$ cat src/rtl/alu_exec_unit_pkg.sv
// Shared constants, opcode encoding and decode helpers for the ALU execute unit.
package alu_exec_unit_pkg;

  localparam int unsigned DataW   = 32;
  localparam int unsigned FlagW   = 4;
  localparam int unsigned OptypeW = 3;

  // Flag bit positions within {N,Z,C,V}
  localparam int unsigned FlagN = 3;
  localparam int unsigned FlagZ = 2;
  localparam int unsigned FlagC = 1;
  localparam int unsigned FlagV = 0;

  // Upper two optype bits classify the instruction
  localparam logic [1:0] OptData = 2'b00;
  localparam logic [1:0] OptLdSt = 2'b01;

  typedef enum logic [3:0] {
    OpAnd = 4'h0, OpEor = 4'h1, OpSub = 4'h2, OpRsb = 4'h3,
    OpAdd = 4'h4, OpAdc = 4'h5, OpSbc = 4'h6, OpRsc = 4'h7,
    OpTst = 4'h8, OpTeq = 4'h9, OpCmp = 4'hA, OpCmn = 4'hB,
    OpOrr = 4'hC, OpMov = 4'hD, OpBic = 4'hE, OpMvn = 4'hF
  } alu_op_e;

  function automatic logic is_test_op(input logic [3:0] op);
    return op[3:2] == 2'b10;
  endfunction

  function automatic logic is_logical_op(input logic [3:0] op);
    return op inside {OpAnd, OpEor, OpTst, OpTeq, OpOrr, OpMov, OpBic, OpMvn};
  endfunction

endpackage

$ cat src/rtl/alu_core.sv
// Combinational 32-bit ALU producing the result and next {N,Z,C,V}.
module alu_core
  import alu_exec_unit_pkg::*;
(
  input  logic [3:0]       i_opcode,
  input  logic [DataW-1:0] i_rn,
  input  logic [DataW-1:0] i_shifter,
  input  logic             i_shifter_carry,
  input  logic             i_carry,
  input  logic             i_overflow,
  output logic [DataW-1:0] o_result,
  output logic [FlagW-1:0] o_flags_next
);

  logic [DataW-1:0] w_a;
  logic [DataW-1:0] w_b;
  logic             w_cin;
  logic [DataW:0]   w_sum;
  logic             w_logical;

  // Subtractions are a + ~b + cin so the carry-out is already NOT borrow
  always_comb begin
    w_a   = i_rn;
    w_b   = i_shifter;
    w_cin = 1'b0;
    unique case (i_opcode)
      OpSub, OpCmp: begin w_b = ~i_shifter; w_cin = 1'b1; end
      OpRsb:        begin w_a = i_shifter; w_b = ~i_rn; w_cin = 1'b1; end
      OpAdc:        w_cin = i_carry;
      OpSbc:        begin w_b = ~i_shifter; w_cin = i_carry; end
      OpRsc:        begin w_a = i_shifter; w_b = ~i_rn; w_cin = i_carry; end
      default:      ;
    endcase
  end

  assign w_sum     = {1'b0, w_a} + {1'b0, w_b} + {{DataW{1'b0}}, w_cin};
  assign w_logical = is_logical_op(i_opcode);

  always_comb begin
    o_result = w_sum[DataW-1:0];
    unique case (i_opcode)
      OpAnd, OpTst: o_result = i_rn & i_shifter;
      OpEor, OpTeq: o_result = i_rn ^ i_shifter;
      OpOrr:        o_result = i_rn | i_shifter;
      OpMov:        o_result = i_shifter;
      OpBic:        o_result = i_rn & ~i_shifter;
      OpMvn:        o_result = ~i_shifter;
      default:      ;
    endcase
  end

  always_comb begin
    o_flags_next        = '0;
    o_flags_next[FlagN] = o_result[DataW-1];
    o_flags_next[FlagZ] = (o_result == '0);
    if (w_logical) begin
      o_flags_next[FlagC] = i_shifter_carry;
      o_flags_next[FlagV] = i_overflow;
    end else begin
      o_flags_next[FlagC] = w_sum[DataW];
      o_flags_next[FlagV] = (w_a[DataW-1] == w_b[DataW-1]) &&
                            (w_sum[DataW-1] != w_a[DataW-1]);
    end
  end

endmodule

$ cat src/rtl/alu_decoder.sv
// Maps optype/control fields to an ALU operation and the flag write mask.
module alu_decoder
  import alu_exec_unit_pkg::*;
(
  input  logic [OptypeW-1:0] i_optype,
  input  logic [4:0]         i_control,
  output logic [3:0]         o_alu_opcode,
  output logic [FlagW-1:0]   o_set_mask
);

  logic [3:0] w_op;
  logic       w_s;

  assign w_s = i_control[0];

  always_comb begin
    w_op       = OpMov;
    o_set_mask = 4'b0000;
    if (i_optype[2:1] == OptData) begin
      w_op = i_control[4:1];
      if (is_test_op(w_op)) begin
        o_set_mask = w_op[1] ? 4'b1111 : 4'b1110;
      end else if (w_s) begin
        o_set_mask = is_logical_op(w_op) ? 4'b1110 : 4'b1111;
      end
    end else if (i_optype[2:1] == OptLdSt) begin
      // control[3] is the U (up/down) bit
      w_op = i_control[3] ? OpAdd : OpSub;
    end
  end

  assign o_alu_opcode = w_op;

endmodule

$ cat src/rtl/alu_hazard.sv
// Detects when the older data-processing result must be forwarded.
module alu_hazard
  import alu_exec_unit_pkg::*;
(
  input  logic [OptypeW-1:0] i_prev_optype,
  input  logic [3:0]         i_prev_opcode,
  input  logic [3:0]         i_prev_rd,
  input  logic [3:0]         i_curr_reg,
  output logic               o_bypass
);

  // Test ops write no register, so they never forward
  assign o_bypass = (i_prev_optype[2:1] == OptData) && !is_test_op(i_prev_opcode) &&
                    (i_prev_rd == i_curr_reg);

endmodule

$ cat src/rtl/alu_exec_unit.sv
// ALU execute stage: decoder, datapath, forwarding check and the CPSR flag register.
module alu_exec_unit
  import alu_exec_unit_pkg::*;
(
  input  logic               i_clk,
  input  logic               i_nreset,
  input  logic [OptypeW-1:0] i_optype,
  input  logic [4:0]         i_control,
  input  logic [DataW-1:0]   i_rn,
  input  logic [DataW-1:0]   i_shifter,
  input  logic               i_shifter_carry,
  input  logic               i_ex_valid,
  input  logic [OptypeW-1:0] i_prev_optype,
  input  logic [3:0]         i_prev_opcode,
  input  logic [3:0]         i_prev_rd,
  input  logic [3:0]         i_curr_reg,
  output logic [3:0]         o_alu_opcode,
  output logic [FlagW-1:0]   o_set_mask,
  output logic [DataW-1:0]   o_result,
  output logic [FlagW-1:0]   o_flags_next,
  output logic [FlagW-1:0]   o_cpsr_flags,
  output logic               o_bypass
);

  logic [FlagW-1:0] r_flags;
  logic [FlagW-1:0] w_we;

  alu_decoder u_decoder (
    .i_optype     (i_optype),
    .i_control    (i_control),
    .o_alu_opcode (o_alu_opcode),
    .o_set_mask   (o_set_mask)
  );

  alu_core u_core (
    .i_opcode        (o_alu_opcode),
    .i_rn            (i_rn),
    .i_shifter       (i_shifter),
    .i_shifter_carry (i_shifter_carry),
    .i_carry         (r_flags[FlagC]),
    .i_overflow      (r_flags[FlagV]),
    .o_result        (o_result),
    .o_flags_next    (o_flags_next)
  );

  alu_hazard u_hazard (
    .i_prev_optype (i_prev_optype),
    .i_prev_opcode (i_prev_opcode),
    .i_prev_rd     (i_prev_rd),
    .i_curr_reg    (i_curr_reg),
    .o_bypass      (o_bypass)
  );

  assign w_we = o_set_mask & {FlagW{i_ex_valid}};

  always_ff @(posedge i_clk or negedge i_nreset) begin
    if (!i_nreset) begin
      r_flags <= '0;
    end else begin
      r_flags <= (o_flags_next & w_we) | (r_flags & ~w_we);
    end
  end

  assign o_cpsr_flags = r_flags;

endmodule

$ cat config.mk
export PLATFORM = sky130hd
export DESIGN_NAME = alu_exec_unit
export DESIGN_NICKNAME = d
export VERILOG_FILES = /design/src/rtl/alu_exec_unit_pkg.sv /design/src/rtl/alu_core.sv /design/src/rtl/alu_decoder.sv /design/src/rtl/alu_hazard.sv /design/src/rtl/alu_exec_unit.sv
export SDC_FILE = /design/constraint.sdc
export NUM_CORES = 1
export LEC_CHECK = 0
export CORE_MARGIN = 5
export CORE_UTILIZATION = 40
export DETAILED_ROUTE_END_ITERATION = 7
export DONT_BUFFER_PORTS = 1
export HOLD_SLACK_MARGIN = 0.02
export PLACE_DENSITY = 0.62
export SLEW_MARGIN = 20
export SYNTH_ARGS = -nofsm -noshare
export SYNTH_HDL_FRONTEND = slang
export SYNTH_HIERARCHICAL = 1
export SYNTH_SLANG_ARGS = --single-unit
export TNS_END_PERCENT = 1
$ cat constraint.sdc
create_clock -name i_clk -period 10.8 [get_ports i_clk]
set_input_delay 3.24 -clock i_clk [delete_from_list [all_inputs] [get_ports i_clk]]
set_output_delay 3.24 -clock i_clk [all_outputs]
set_load 0.05 [all_outputs]
# Word-level counts from Yosys, hierarchy flattened

Index checks and enable logic that the tools add are counted.

Output and inout port bits: 49
Register bits after elaboration: 4
Input bits: 91
Logic and storage cells: 70

Bitwise gates (word level): 11
Multiplexer cells: 13
Add/subtract/negate cells: 2
Equal/unequal tests: 26
Reduce and logical (&&, ||, !) cells: 17

Operators with widths:

| operator           | number |
|---|---|
| $pmux 32 s6        | 1 |
| $and 32x32->32     | 2 |
| $not 32->32        | 2 |
| $pmux 32 s2        | 1 |
| $eq 4x4->1 const B | 13 |
| $add 32x32->33     | 1 |
| $add 33x1->33      | 1 |
| $logic_not 32->1   | 1 |
| $mux 32            | 1 |
| $or 32x32->32      | 1 |
| $xor 32x32->32     | 1 |
| $mux 4             | 5 |
| $reduce_bool 8->1  | 2 |
| $and 4x4->4        | 3 |
| $eq 4x3->1 const B | 3 |
| $reduce_or 3->1    | 3 |
| $eq 4x1->1 const B | 2 |
| $eq 4x2->1 const B | 2 |
| $logic_not 4->1    | 2 |
| $reduce_or 2->1    | 3 |
| $eq 2x2->1 const B | 2 |
| $eq 4x4->1         | 1 |
| $logic_not 2->1    | 2 |
| $not 4->4          | 1 |
| other kinds (10)   | 13 |

# Longest topological paths before layout

Depth in word-level cells: 13
Depth in mapped cells: 25
Gate-level depth less buffers: 21

# Modules after synthesis

The synthesis kept the hierarchy.

Modules (own cells, without submodules):

| module        | seq. area each (um2) | cells an instance | area an instance (um2) | times used |
|---|---|---|---|---|
| alu_core      | 0.0                  | 863               | 5154.9                 | 1 |
| alu_exec_unit | 100.1                | 12                | 175.2                  | 1 |
| alu_decoder   | 0.0                  | 15                | 120.1                  | 1 |
| alu_hazard    | 0.0                  | 7                 | 61.3                   | 1 |

# Worst setup path before layout

OpenSTA, ideal clock, no wires.

Kind: input -> output
From: input port i_optype[1]
To: output port o_flags_next[2]
Data arrival time: 9.847 ns
Required time: 7.560 ns
Path buffers: 7
Path slack: -2.287 ns
Stages: 23
Path through: nand2b_1 > a21oi_1 > buf_4 > buf_2 > buf_2 > buf_2 > buf_4 > nand2_1 > clkbuf_1 > clkbuf_1 > nand2_1 > o21ai_0 > ha_1 > a21o_1 > a31oi_1 > nand2_1 > a21oi_1 > o311ai_0 > nor3_1 > o211ai_1 > nor4_1 > and4b_1 > and4bb_1

Cells in the longest elaborated chain, start to end: 10
Elaborated cells between the ends (all ways): 31
Classes of those cells: add/sub: 2; eq/ne: 14; mux: 6; reduce/logical: 9

RTL lines:

| item                                                                | line                | source |
|---|---|---|
| start, declared                                                     | alu_exec_unit.sv:7  | `input logic [OptypeW-1:0] i_optype,` |
| $eq 2x1->1                                                          | alu_decoder.sv:26   | `end else if (i_optype[2:1] == OptLdSt) begin` |
| $mux 4                                                              | alu_decoder.sv:26   |  |
| $mux 4 *                                                            | alu_decoder.sv:19   | `if (i_optype[2:1] == OptData) begin` |
| named net o_alu_opcode[1]                                           | alu_exec_unit.sv:17 | `output logic [3:0] o_alu_opcode,` |
| $eq 4x2->1, or another cell as far along                            | alu_core.sv:26      | `unique case (i_opcode)` |
| $reduce_or 3->1 (no source line) or $reduce_or 2->1 (tied branches) | -                   |  |
| $pmux 32 s2 or $mux 32 (tied branches)                              | alu_core.sv:26      |  |
| $add 32x32->33                                                      | alu_core.sv:36      | `assign w_sum = {1'b0, w_a} + {1'b0, w_b} + {{DataW{1'b0}}, w_cin};` |
| $add 33x1->33                                                       | alu_core.sv:36      |  |
| $pmux 32 s6 *                                                       | alu_core.sv:41      | `unique case (i_opcode)` |
| named net o_result[7]                                               | alu_exec_unit.sv:19 | `output logic [DataW-1:0] o_result,` |
| $logic_not 32->1 *                                                  | alu_core.sv:55      | `o_flags_next[FlagZ] = (o_result == '0);` |
| end, declared                                                       | alu_exec_unit.sv:20 | `output logic [FlagW-1:0] o_flags_next,` |

The timed path passes the listed nets; every way through them passes the cells marked *.

# Final worst setup path

From: input port i_optype[1]
To: output port o_flags_next[2]

Cells in the longest elaborated chain, start to end: 10
Elaborated cells between the ends (all ways): 31
Classes of those cells: add/sub: 2; eq/ne: 14; mux: 6; reduce/logical: 9

RTL lines:

| item                                                                | line |
|---|---|
| $eq 2x1->1                                                          | alu_decoder.sv:26 |
| $mux 4                                                              | alu_decoder.sv:26 |
| $mux 4 *                                                            | alu_decoder.sv:19 |
| $eq 4x2->1, or another cell as far along                            | alu_core.sv:26 |
| $reduce_or 3->1 (no source line) or $reduce_or 2->1 (tied branches) | - |
| $pmux 32 s2 or $mux 32 (tied branches)                              | alu_core.sv:26 |
| $add 32x32->33                                                      | alu_core.sv:36 |
| $add 33x1->33                                                       | alu_core.sv:36 |
| $pmux 32 s6 *                                                       | alu_core.sv:41 |
| $logic_not 32->1 *                                                  | alu_core.sv:55 |

Every way passes the cells marked *; elsewhere a longest branch is shown, timed or not.

==> out/qor.yml <==
die:
  fp-row-count: 42
  dieHeight_um: 127
  die_x_um: 127
  die_area_sq_um: 16200
  num_io_pins: 140
  coreArea_sq_um: 13400
  initial_utilization: 0.411
synth:
  ys.flop_type: "dfrtp_1"
  ys_seq_area_frac: 0.0182
  synth_edf_count: 0
  async_reset_ff_frac: 1.00
  synthesis.nets: 1053
  netlist_area_sq_um: 5510
  synthCells: 897
  avgSynthCellArea_sq_um: 6.14
  yosysTopAreaCellShare: 0.143
  yosys_warnings: 6
  yosysTopAreaCell: "ha_1"
  synth.distinct_cells: 74
  ys_seq_elements: 4
  synthTopCellsByArea: "ha_1, o21ai_0, a21oi_1"
critical_path:
  start_kind: "input port"
  cp-end-kind: "output pin"
  crit_type: "input port to output pin"
  cp.required_ns: 7.56
  worstPathMaxFanout: 27
  arrival_ns: 7.26
min_path:
  hold_path.class: "flip-flop to flip-flop"
clock_tree:
  root_buffer: "clkbuf_16"
  numCtsBuffers: 3
  clkLatencyLatePin_ns: 0.22
  ctsHtreeMaxLevel: 1
  clkTransAtPathRegs_ns: 0.03
  clockBufferDepth: 2
  cts_num_sinks: 4
  tritoncts: "done"
place:
  dp_hpwl_mm: 15.3
  gp_congestion: 0.980
  place_inst: 1088
  port_buffers: 0
  post-place-ws_ns: 0.225
pwr:
  intPower_uw: 267
  powerDensity_nw_per_um2: 104
  p_seq_frac: 0.055
  cellLeakagePower_nw: 2.86
  p_sw_frac: 0.594
  p_clk_frac: 0.088
  power_uw: 657
  pwr-share-comb: 0.857
  p_sw_uw: 390
  irDropWorstVdd_uv: 71.1
final_layout:
  post-route-util: 0.474
  final_nets: 1073
  drive_gt1_frac: 0.141
  multi_input_area_sq_um: 5060
  mostFrequentLayoutCells: "o21ai_0, nand2_1, a21oi_1"
  antenna-diode-count: 0
  fill_cells: 1454
  seq_area_sq_um: 100
  finalNonFillerCells: 1091
  syn2layout_area_growth_pct: 15.1
  mostFrequentLayoutCell: "o21ai_0"
global_route:
  grt_max_degree: 46
  grt_pass1_vias: 5926
  grt_overflow: 0
  antenna_found_initial: 0
  grt_pass1_wl_mm: 30.9
  grt_usage: 0.227
sta:
  worst_pin_slew_ns: 0.973
  fin_tns_setup_ns: 0
  worst_slack_ns: 0.305
  max_freq_ghz: 0.0953
  final-setup-viol-count: 0
  skew_ns: 0.000386
  period_minus_slack_ns: 10.50
  rsz0062_at_grt: "false"
  max_slew_margin: 0.348
  hold_viol_final: 0
  drv_slew: 0
  period_share: 0.972
routing:
  routed_wirelength_mm: 19.7
  drc: 0
  wl_per_cell_um: 18.0
  dr.pass1.iters: 5
  vias_per_cell: 6.08
  drtIter0Drc: 518
  antenna_left: 0
  num_vias: 6630
job:
  cap_violations: 0
status:
  status: "finished clean"
## synthesized netlist by cell type, drive strengths merged, types with 10 or more instances
| library cell | count |
|---|---|
| a211oi | 11 |
| a21o | 17 |
| a21oi | 86 |
| a31oi | 28 |
| buf | 24 |
| clkbuf | 37 |
| ha | 63 |
| inv | 79 |
| nand2 | 98 |
| nand2b | 11 |
| nand3 | 21 |
| nor2 | 82 |
| nor3 | 16 |
| o21ai | 129 |
| o221ai | 12 |
| o22ai | 10 |
| xnor2 | 29 |
| xor2 | 21 |
## final cells by class
class                      instances  area share
multi-input combinational        753       0.797
clock buffer                       3      0.0118
sequential                         4      0.0158
timing repair buffer              76      0.0938
tap                              176      0.0347
inverter                          79      0.0467
## kinds of logic (layout without fill, tap and decap cells)
family                   after synthesis  count (layout)  share of synthesized area
flip-flops                             4               4                     0.0182
multiplexers                          10              10                     0.0218
XOR/XNOR                              50              50                     0.0795
adder cells (fa/ha/maj)               65              65                      0.150
AO/OA/AOI/OAI                        358             358                      0.402
AND/OR/NAND/NOR                      270             270                      0.225
buffers and inverters                140             158                      0.103
## power groups by stage
stage / combinational [mW] / clock [mW] / sequential, mW
3_5_place_dp: 0.553 / 0 / 0.0366
2_1_floorplan: 0.414 / 0 / 0.0352
6_report: 0.563 / 0.0579 / 0.0365
3_3_place_gp: 0.550 / 0 / 0.0364
4_1_cts: 0.556 / 0.0580 / 0.0364
5_1_grt: 0.608 / 0.0590 / 0.0369
## critical path, stage by stage
cell and delay [ns]:
inv_1 0.03, a21o_2 0.21, inv_2 0.08, nor2_1 0.06, nand2_2 0.20, buf_4 0.31, nor2_1 0.06, a21oi_1 0.13
o21ai_0 0.11, ha_1 0.36, and3_1 0.23, nand2_1 0.10, a211o_1 0.31, a311oi_2 0.33, o31a_2 0.22, mux2i_1 0.08
a21o_1 0.21, nor4_2 0.30, and4b_1 0.29, and4bb_4 0.39
## worst paths after layout
path                              from                          to  slack, ns  depth (start not counted)
max                        i_optype[1]             o_flags_next[2]       0.30                         20
min                          flip-flop                   flip-flop       0.89                          1
max reg2reg                  flip-flop                   flip-flop       6.38                         16
min reg2reg                  flip-flop                   flip-flop       0.89                          1
max in group asynchronous     i_nreset  asynchronous set/reset pin       8.02                          0
min in group asynchronous     i_nreset  asynchronous set/reset pin       2.71                          0
## repair_timing
item                       4_1_cts  5_1_grt
setup buffers                    0        0
hold buffers                     0        0
setup endpoints to repair        0        1
gates resized for setup          0        7
## per-stage QoR
step | cell area (sq um) | hold slack, ns
final | 6350 | 0.889
after global placement | 6220 | 0.880
after floorplan | 5710 | 0.864
after detailed placement | 6220 | 0.880
after global routing | 6350 | 0.906
after CTS | 6290 | 0.892
## routing by layer
layer | global-route usage | routed length (um) | vias up
met2 | 0.388 | 9050 | 252
met3 | 0.0225 | 1450 | 26
met1 | 0.309 | 8770 | 3064
li1 | - | - | 3288
met4 | 0.0505 | 403 | 0
met5 | 0 | 0 | -
Note: power is estimated with default switching activity, not from simulation.
